**src/rtl/imem_loader.sv**
```systemverilog
`default_nettype none
// ============================================================================
// Module   : imem_loader
// Purpose  : Instruction-memory write initiator. Receives a byte stream over
//            valid/ready, reads a 32-bit little-endian word count, then writes
//            that many little-endian words sequentially from BASEADDR. The
//            core is held in reset until the image is complete.
// Revision : 1.0 - initial release
// ============================================================================
module imem_loader #(
  parameter int                AWIDTH    = 32,
  parameter int                DWIDTH    = 32,
  parameter logic [AWIDTH-1:0] BASEADDR  = 32'h01000000,
  parameter int                MAX_WORDS = 1024
) (
  input  logic              clk,
  input  logic              rst,
  input  logic [7:0]        byte_i,
  input  logic              byte_valid_i,
  output logic              byte_ready_o,
  output logic [AWIDTH-1:0] addr_o,
  output logic [DWIDTH-1:0] data_o,
  output logic              write_en_o,
  output logic              read_en_o,
  output logic              core_rst_o,
  output logic              done_o,
  output logic              error_o
);

  localparam int                CW          = $clog2(MAX_WORDS + 1);
  localparam logic [31:0]       C_MAX_N     = 32'(MAX_WORDS);
  localparam logic [AWIDTH-1:0] C_ADDR_STEP = AWIDTH'(4);

  localparam logic [2:0] C_ST_HDR   = 3'd0;
  localparam logic [2:0] C_ST_LOAD  = 3'd1;
  localparam logic [2:0] C_ST_WRITE = 3'd2;
  localparam logic [2:0] C_ST_DONE  = 3'd3;
  localparam logic [2:0] C_ST_ERR   = 3'd4;

  logic [2:0]        state_q,    state_d;
  logic [1:0]        byte_idx_q, byte_idx_d;
  logic [23:0]       asm_q,      asm_d;       // bytes 0..2 of the current group
  logic [31:0]       len_q,      len_d;
  logic [CW-1:0]     word_cnt_q, word_cnt_d;
  logic [AWIDTH-1:0] addr_q,     addr_d;
  logic [DWIDTH-1:0] data_q,     data_d;

  logic        w_xfer;
  logic        w_group_end;
  logic [31:0] w_word;
  logic [CW-1:0] w_cnt_inc;
  logic        w_last_word;

  assign w_xfer      = byte_valid_i && byte_ready_o;
  assign w_group_end = w_xfer && (byte_idx_q == 2'd3);
  // The 4th byte completes the word straight from the input, saving a cycle.
  assign w_word      = {byte_i, asm_q};
  assign w_cnt_inc   = word_cnt_q + CW'(1);
  assign w_last_word = (32'(w_cnt_inc) == len_q);

  // State register; rst takes priority over any concurrent byte transfer.
  always_ff @(posedge clk) begin
    if (rst) state_q <= C_ST_HDR;
    else     state_q <= state_d;
  end

  // Next-state logic.
  always_comb begin
    state_d = state_q;
    case (state_q)
      C_ST_HDR: begin
        if (w_group_end) begin
          if (w_word == 32'd0)        state_d = C_ST_DONE;
          else if (w_word > C_MAX_N)  state_d = C_ST_ERR;
          else                        state_d = C_ST_LOAD;
        end
      end
      C_ST_LOAD:  if (w_group_end) state_d = C_ST_WRITE;
      C_ST_WRITE: state_d = w_last_word ? C_ST_DONE : C_ST_LOAD;
      C_ST_DONE:  state_d = C_ST_DONE;
      C_ST_ERR:   state_d = C_ST_ERR;
      default:    state_d = C_ST_HDR;
    endcase
  end

  // Outputs decoded from state; ready is also forced low while rst is high.
  always_comb begin
    byte_ready_o = 1'b0;
    write_en_o   = 1'b0;
    core_rst_o   = 1'b1;
    done_o       = 1'b0;
    error_o      = 1'b0;
    case (state_q)
      C_ST_HDR, C_ST_LOAD: byte_ready_o = !rst;
      C_ST_WRITE:          write_en_o   = 1'b1;
      C_ST_DONE: begin
        core_rst_o = 1'b0;
        done_o     = 1'b1;
      end
      C_ST_ERR:            error_o      = 1'b1;
      default:             byte_ready_o = 1'b0;
    endcase
  end

  assign read_en_o = 1'b0;
  assign addr_o    = addr_q;
  assign data_o    = data_q;

  // Datapath next values: byte assembly, length capture, word/address stepping.
  always_comb begin
    byte_idx_d = byte_idx_q;
    asm_d      = asm_q;
    len_d      = len_q;
    word_cnt_d = word_cnt_q;
    addr_d     = addr_q;
    data_d     = data_q;
    if (w_xfer) begin
      byte_idx_d = byte_idx_q + 2'd1;
      case (byte_idx_q)
        2'd0:    asm_d[7:0]   = byte_i;
        2'd1:    asm_d[15:8]  = byte_i;
        2'd2:    asm_d[23:16] = byte_i;
        default: asm_d        = asm_q;
      endcase
    end
    if (w_group_end && (state_q == C_ST_HDR))  len_d  = w_word;
    if (w_group_end && (state_q == C_ST_LOAD)) data_d = w_word;
    if (state_q == C_ST_WRITE) begin
      word_cnt_d = w_cnt_inc;
      addr_d     = addr_q + C_ADDR_STEP;
    end
  end

  // Datapath registers; reset discards any partial word and the counters.
  always_ff @(posedge clk) begin
    if (rst) begin
      byte_idx_q <= 2'd0;
      asm_q      <= 24'd0;
      len_q      <= 32'd0;
      word_cnt_q <= '0;
      addr_q     <= BASEADDR;
      data_q     <= '0;
    end else begin
      byte_idx_q <= byte_idx_d;
      asm_q      <= asm_d;
      len_q      <= len_d;
      word_cnt_q <= word_cnt_d;
      addr_q     <= addr_d;
      data_q     <= data_d;
    end
  end

endmodule
`default_nettype wire
```
**config.mk**
```make
export PLATFORM = sky130hd
export DESIGN_NAME = imem_loader
export DESIGN_NICKNAME = d
export VERILOG_FILES = /design/src/rtl/imem_loader.sv
export SDC_FILE = /design/constraint.sdc
export NUM_CORES = 1
export LEC_CHECK = 0
export CAP_MARGIN = 20
export CORE_MARGIN = 4
export CORE_UTILIZATION = 25
export DETAILED_ROUTE_END_ITERATION = 16
export PLACE_DENSITY = 0.51
export RECOVER_POWER = 25
export SLEW_MARGIN = 40
export SYNTH_ARGS = -nofsm -noshare
export SYNTH_HDL_FRONTEND = slang
export SYNTH_SLANG_ARGS = --single-unit
```
**constraint.sdc**
```tcl
create_clock -name clk -period 2.5 [get_ports clk]
set_clock_uncertainty 0.2 [all_clocks]
set_input_delay 0.5 -clock clk [delete_from_list [all_inputs] [get_ports clk]]
set_output_delay 0.5 -clock clk [all_outputs]
set_load 0.05 [all_outputs]
```
Word level (Yosys, flattened, before mapping)
Cells that the tools add are included.

Muxes and demuxes: 11. Equality and inequality tests: 10. $add $sub $neg: 3. Reductions and logical operators: 13. Order comparisons: 1.

Operator list (number): 32-bit by 3-bit adder with 32-bit output (second input constant) (1); 11-bit by 32-bit == test with 1-bit output (1); 32-bit by 11-bit greater-than comparator with 1-bit output (second input constant) (1); 32-bit zero test (1); 3-bit one-hot mux with 5 select lines (1); 3-bit two-way mux (4); 11-bit by 1-bit adder with 11-bit output (second input constant) (1); 2-bit AND reduction (4); 3-bit by 2-bit == test with 1-bit output (second input constant) (2); 1-bit two-way mux (5); 2-bit == test (second input constant) (2); 1-bit logical AND (4); 2-bit != test (second input constant) (2); 3-bit by 1-bit == test with 1-bit output (second input constant) (1); 3-bit == test (second input constant) (1); 3-bit zero test (1); 2-bit by 1-bit adder with 2-bit output (second input constant) (1); 2-bit by 1-bit == test with 1-bit output (second input constant) (1); 2-bit zero test (1); 2-bit two-way mux (1); 2-bit OR reduction (1); 1-bit zero test (1).

Bits in registers: 136. Output and inout port bits: 70. Bits of input ports: 11.

Depth between registers and ports, before layout
Word-level depth: 7. Mapped depth: 8.

Worst setup path before layout
Ideal clock, no wire load.

Path kind: input -> output. From: input rst. To: output byte_ready_o. Buffers on the path: 2. Path slack: -0.131 ns. Data arrival time: 1.931 ns. Stages: 3. Path through: clkbuf_1 > clkbuf_1 > nor3_1.

Cells in the longest elaborated chain, start to end: 2.

RTL lines: start, declared (RTL line 17) `input logic rst,`; 1-bit zero test (RTL line 94) `C_ST_HDR, C_ST_LOAD: byte_ready_o = !rst;`; 1-bit two-way mux (RTL line 93) `case (state_q)`; end, declared (RTL line 20) `output logic byte_ready_o,`.

No other way between the ends.

Worst setup path after layout
From: register len_q[21]. To: register state_q[1].

Cells in the longest elaborated chain, start to end: 3.

RTL lines: start, declared (RTL line 43) `logic [31:0] len_q, len_d;`; start signal, assigned (RTL line 146) `len_q <= len_d;`; 11-bit by 32-bit == test with 1-bit output (RTL line 59) `assign w_last_word = (32'(w_cnt_inc) == len_q);`; 2-bit two-way mux (RTL line 79) `C_ST_WRITE: state_d = w_last_word ? C_ST_DONE : C_ST_LOAD;`; 3-bit one-hot mux with 5 select lines (RTL line 70) `case (state_q)`; end signal, assigned (RTL line 64) `else state_q <= state_d;`; end, declared (RTL line 40) `logic [2:0] state_q, state_d;`.

No other way between the ends. A chain may end at the register's enable or synchronous reset.

==> out/metrics.csv <==
metric,value,unit
Initial Util,25.7,%
final antenna-violating net count,0,
clock latency at the later pin of the worst-skew pair,420,ps
final WL,15.3,mm
kind of critical path,reg -> reg,
fin. max-slew vios,0,
Inserted Clock Buffers,17,
CP Launch Type,flip-flop,
syn_area_per_cell,7.93,um2
largest net degree at the start of global routing,137,
Cell Rows,54,
Post CTS Setup Buffer Count,0,
slowest CP cell,or4_1,
clk root buf,clkbuf_16,
synth warn,0,
most frequent cells in the layout,"174 x nand2_1, 132 x dfxtp_1, 100 x a21oi_1",
Worst Reg-to-Reg Cells,4,
Die Wd,158,um
vias in the first global route,4647,
Critical Path RT,2620,ps
RD Place Congestion,0.766,
Post-synth EDFFs,0,
Slowest Stage Delay on Critical Path,540,ps
worst slew pin tran,611,ps
vias per cell,4.57,
"Critical Path, Cell by Cell","or4_1, or4_1, or4_1, o41ai_2",
Slew Limit Headroom,59.3,%
Setup WS pre-CTS,44.2,ps
Port Buffer Count,77,
Area growth syn-to-layout,31.9,%
io pins,81,
"Hold-fix buffers, CTS",0,
WL/cell,14.1,um
Final nets,813,
n_diodes,0,
setup ws final,82.2,ps
crit-path max FO,2,
H-tree level count,4,
Synth cell types,49,
Hold Crit Depth,2,
die area,25100,um2
maximum vdd ir drop,0.000460,V
DR vias,4982,
PD cells,623,nW/um2
1st-pass router iterations,4,
period utilization,96.7,%
Final Hold Viols,0,
DIE HEIGHT,158,um
top_reg_cell synth,dfxtp_1,
status,completed,
DP HPWL,10.7,mm
min Tclk post-route,2420,ps
grt ovf,0,
initial antenna violation count,0,
leak pwr,2.44,nW
layout cell share with drive strength beyond 1,9.39,%
Clock Pin Slew Worst Setup and Hold Paths,60,ps
gr usage total,12.6,%
Layout Utilization,33.9,%
critical path capture point type,flip-flop,
DR DRC count,0,
"most common cell after layout, fill and taps aside",nand2_1,
TritonCTS clock tree,yes,
arrival time at the worst endpoint,2540,ps
TNS Setup,0,ps
Setup-failing EPs final,0,
register area share after synthesis,47.5,%
core footprint,22000,um2
CP most frequent cell,or4_1,
first-pass GRT wire length,25.0,mm
mapped cell area,5650,um2
Hold/Removal Path Class,reg -> reg,
Hold Worst Slack,253,ps
Resize count post-CTS,1,
Fmax,0.414,GHz
ys async rst share,0,%
max cap viols,0,
register bit total from synthesis,134,
Post-Syn Instances,713,
First DRT Iteration DRCs,285,
clock sink total,134,
CTS Buffer Depth,2,
-- worst paths after layout --
check                                        startpoint                       to  slack (ps)
worst max register to register   len_q[21]$_SDFFE_PP0P_  state_q[1]$_SDFFE_PP0P_          80
worst min-delay path            data_o[19]$_SDFFE_PP0P_  data_o[19]$_SDFFE_PP0P_         250
worst min register to register  data_o[19]$_SDFFE_PP0P_  data_o[19]$_SDFFE_PP0P_         250
worst max-delay path             len_q[21]$_SDFFE_PP0P_  state_q[1]$_SDFFE_PP0P_          80
-- Yosys cell counts, types with 4 or more instances --
library cell,instances,area share (%)
clkbuf_1,39,2.6
nor4_1,19,2.1
and3_1,4,0.44
nand3_1,39,3.5
nand2_1,174,12
nand4_1,13,1.4
xor2_1,10,1.5
or3_1,6,0.66
dfxtp_1,134,47
inv_1,12,0.80
nor3_1,15,1.3
ha_1,6,1.3
xnor2_1,34,5.3
o21ai_0,10,0.89
buf_4,4,0.53
nand2b_1,5,0.55
nor2_1,45,3.0
a21oi_1,100,8.9
-- worst max-delay path: cells and delay by family, from the launching register on --
| kind | cells | cell delay [ps] |
|---|---|---|
| flops | 1 | 310 |
| compound gates | 1 | 190 |
| simple gates | 3 | 1620 |
-- logic make-up after synthesis --
| group | synth area share [%] |
|---|---|
| and+or+nand+nor | 28.0 |
| DFF | 47.5 |
| AOI/OAI and AO/OA | 11.9 |
| buffers and inverters | 4.25 |
| xor gates and xnor gates | 6.82 |
| adders and majority gates | 1.33 |
| other | 0.0663 |
| muxes | 0.177 |
-- sequential cells by signal (all words and copies together) (netlist names) --
register	count
data_o	32
len_q	32
addr_o	30
asm_q	24
word_cnt_q	11
state_q	3
byte_idx_q	2
-- power by group --
group	switching, W	internal [W]	leakage, nW
logic	0.000124	0.0000612	1.10
registers	0.0000179	0.00215	1.08
clock network	0.00100	0.00130	0.259
total	0.00114	0.00351	2.44
-- layout make-up --
class | count | area, um2
Tap cell | 280 | 350
Inverter | 13 | 48.8
Sequential cell | 134 | 2690
Clock inverter | 14 | 98.8
Multi-Input combinational cell | 522 | 2780
Timing Repair Buffer | 108 | 1060
Clock buffer | 18 | 439
Fill cell | 2378 | 14600
-- per-stage QoR --
stage,total power (W),std cells,cell area (um2)
global placement,0.00240,1057,6920
floorplan,0.00232,715,5670
finish,0.00465,1089,7460
global route,0.00482,1089,7460
CTS,0.00471,1089,7460
detailed placement,0.00240,1057,6920
-- layer usage --
layer	part of all wire, %	wire length, um	global-route usage [%]
met1	48	7400	17.2
met2	47	7200	19.8
met3	3.6	553	2.99
met4	1.0	154	4.02
met5	0	0	0
Note: power is estimated with default switching activity, not from simulation.
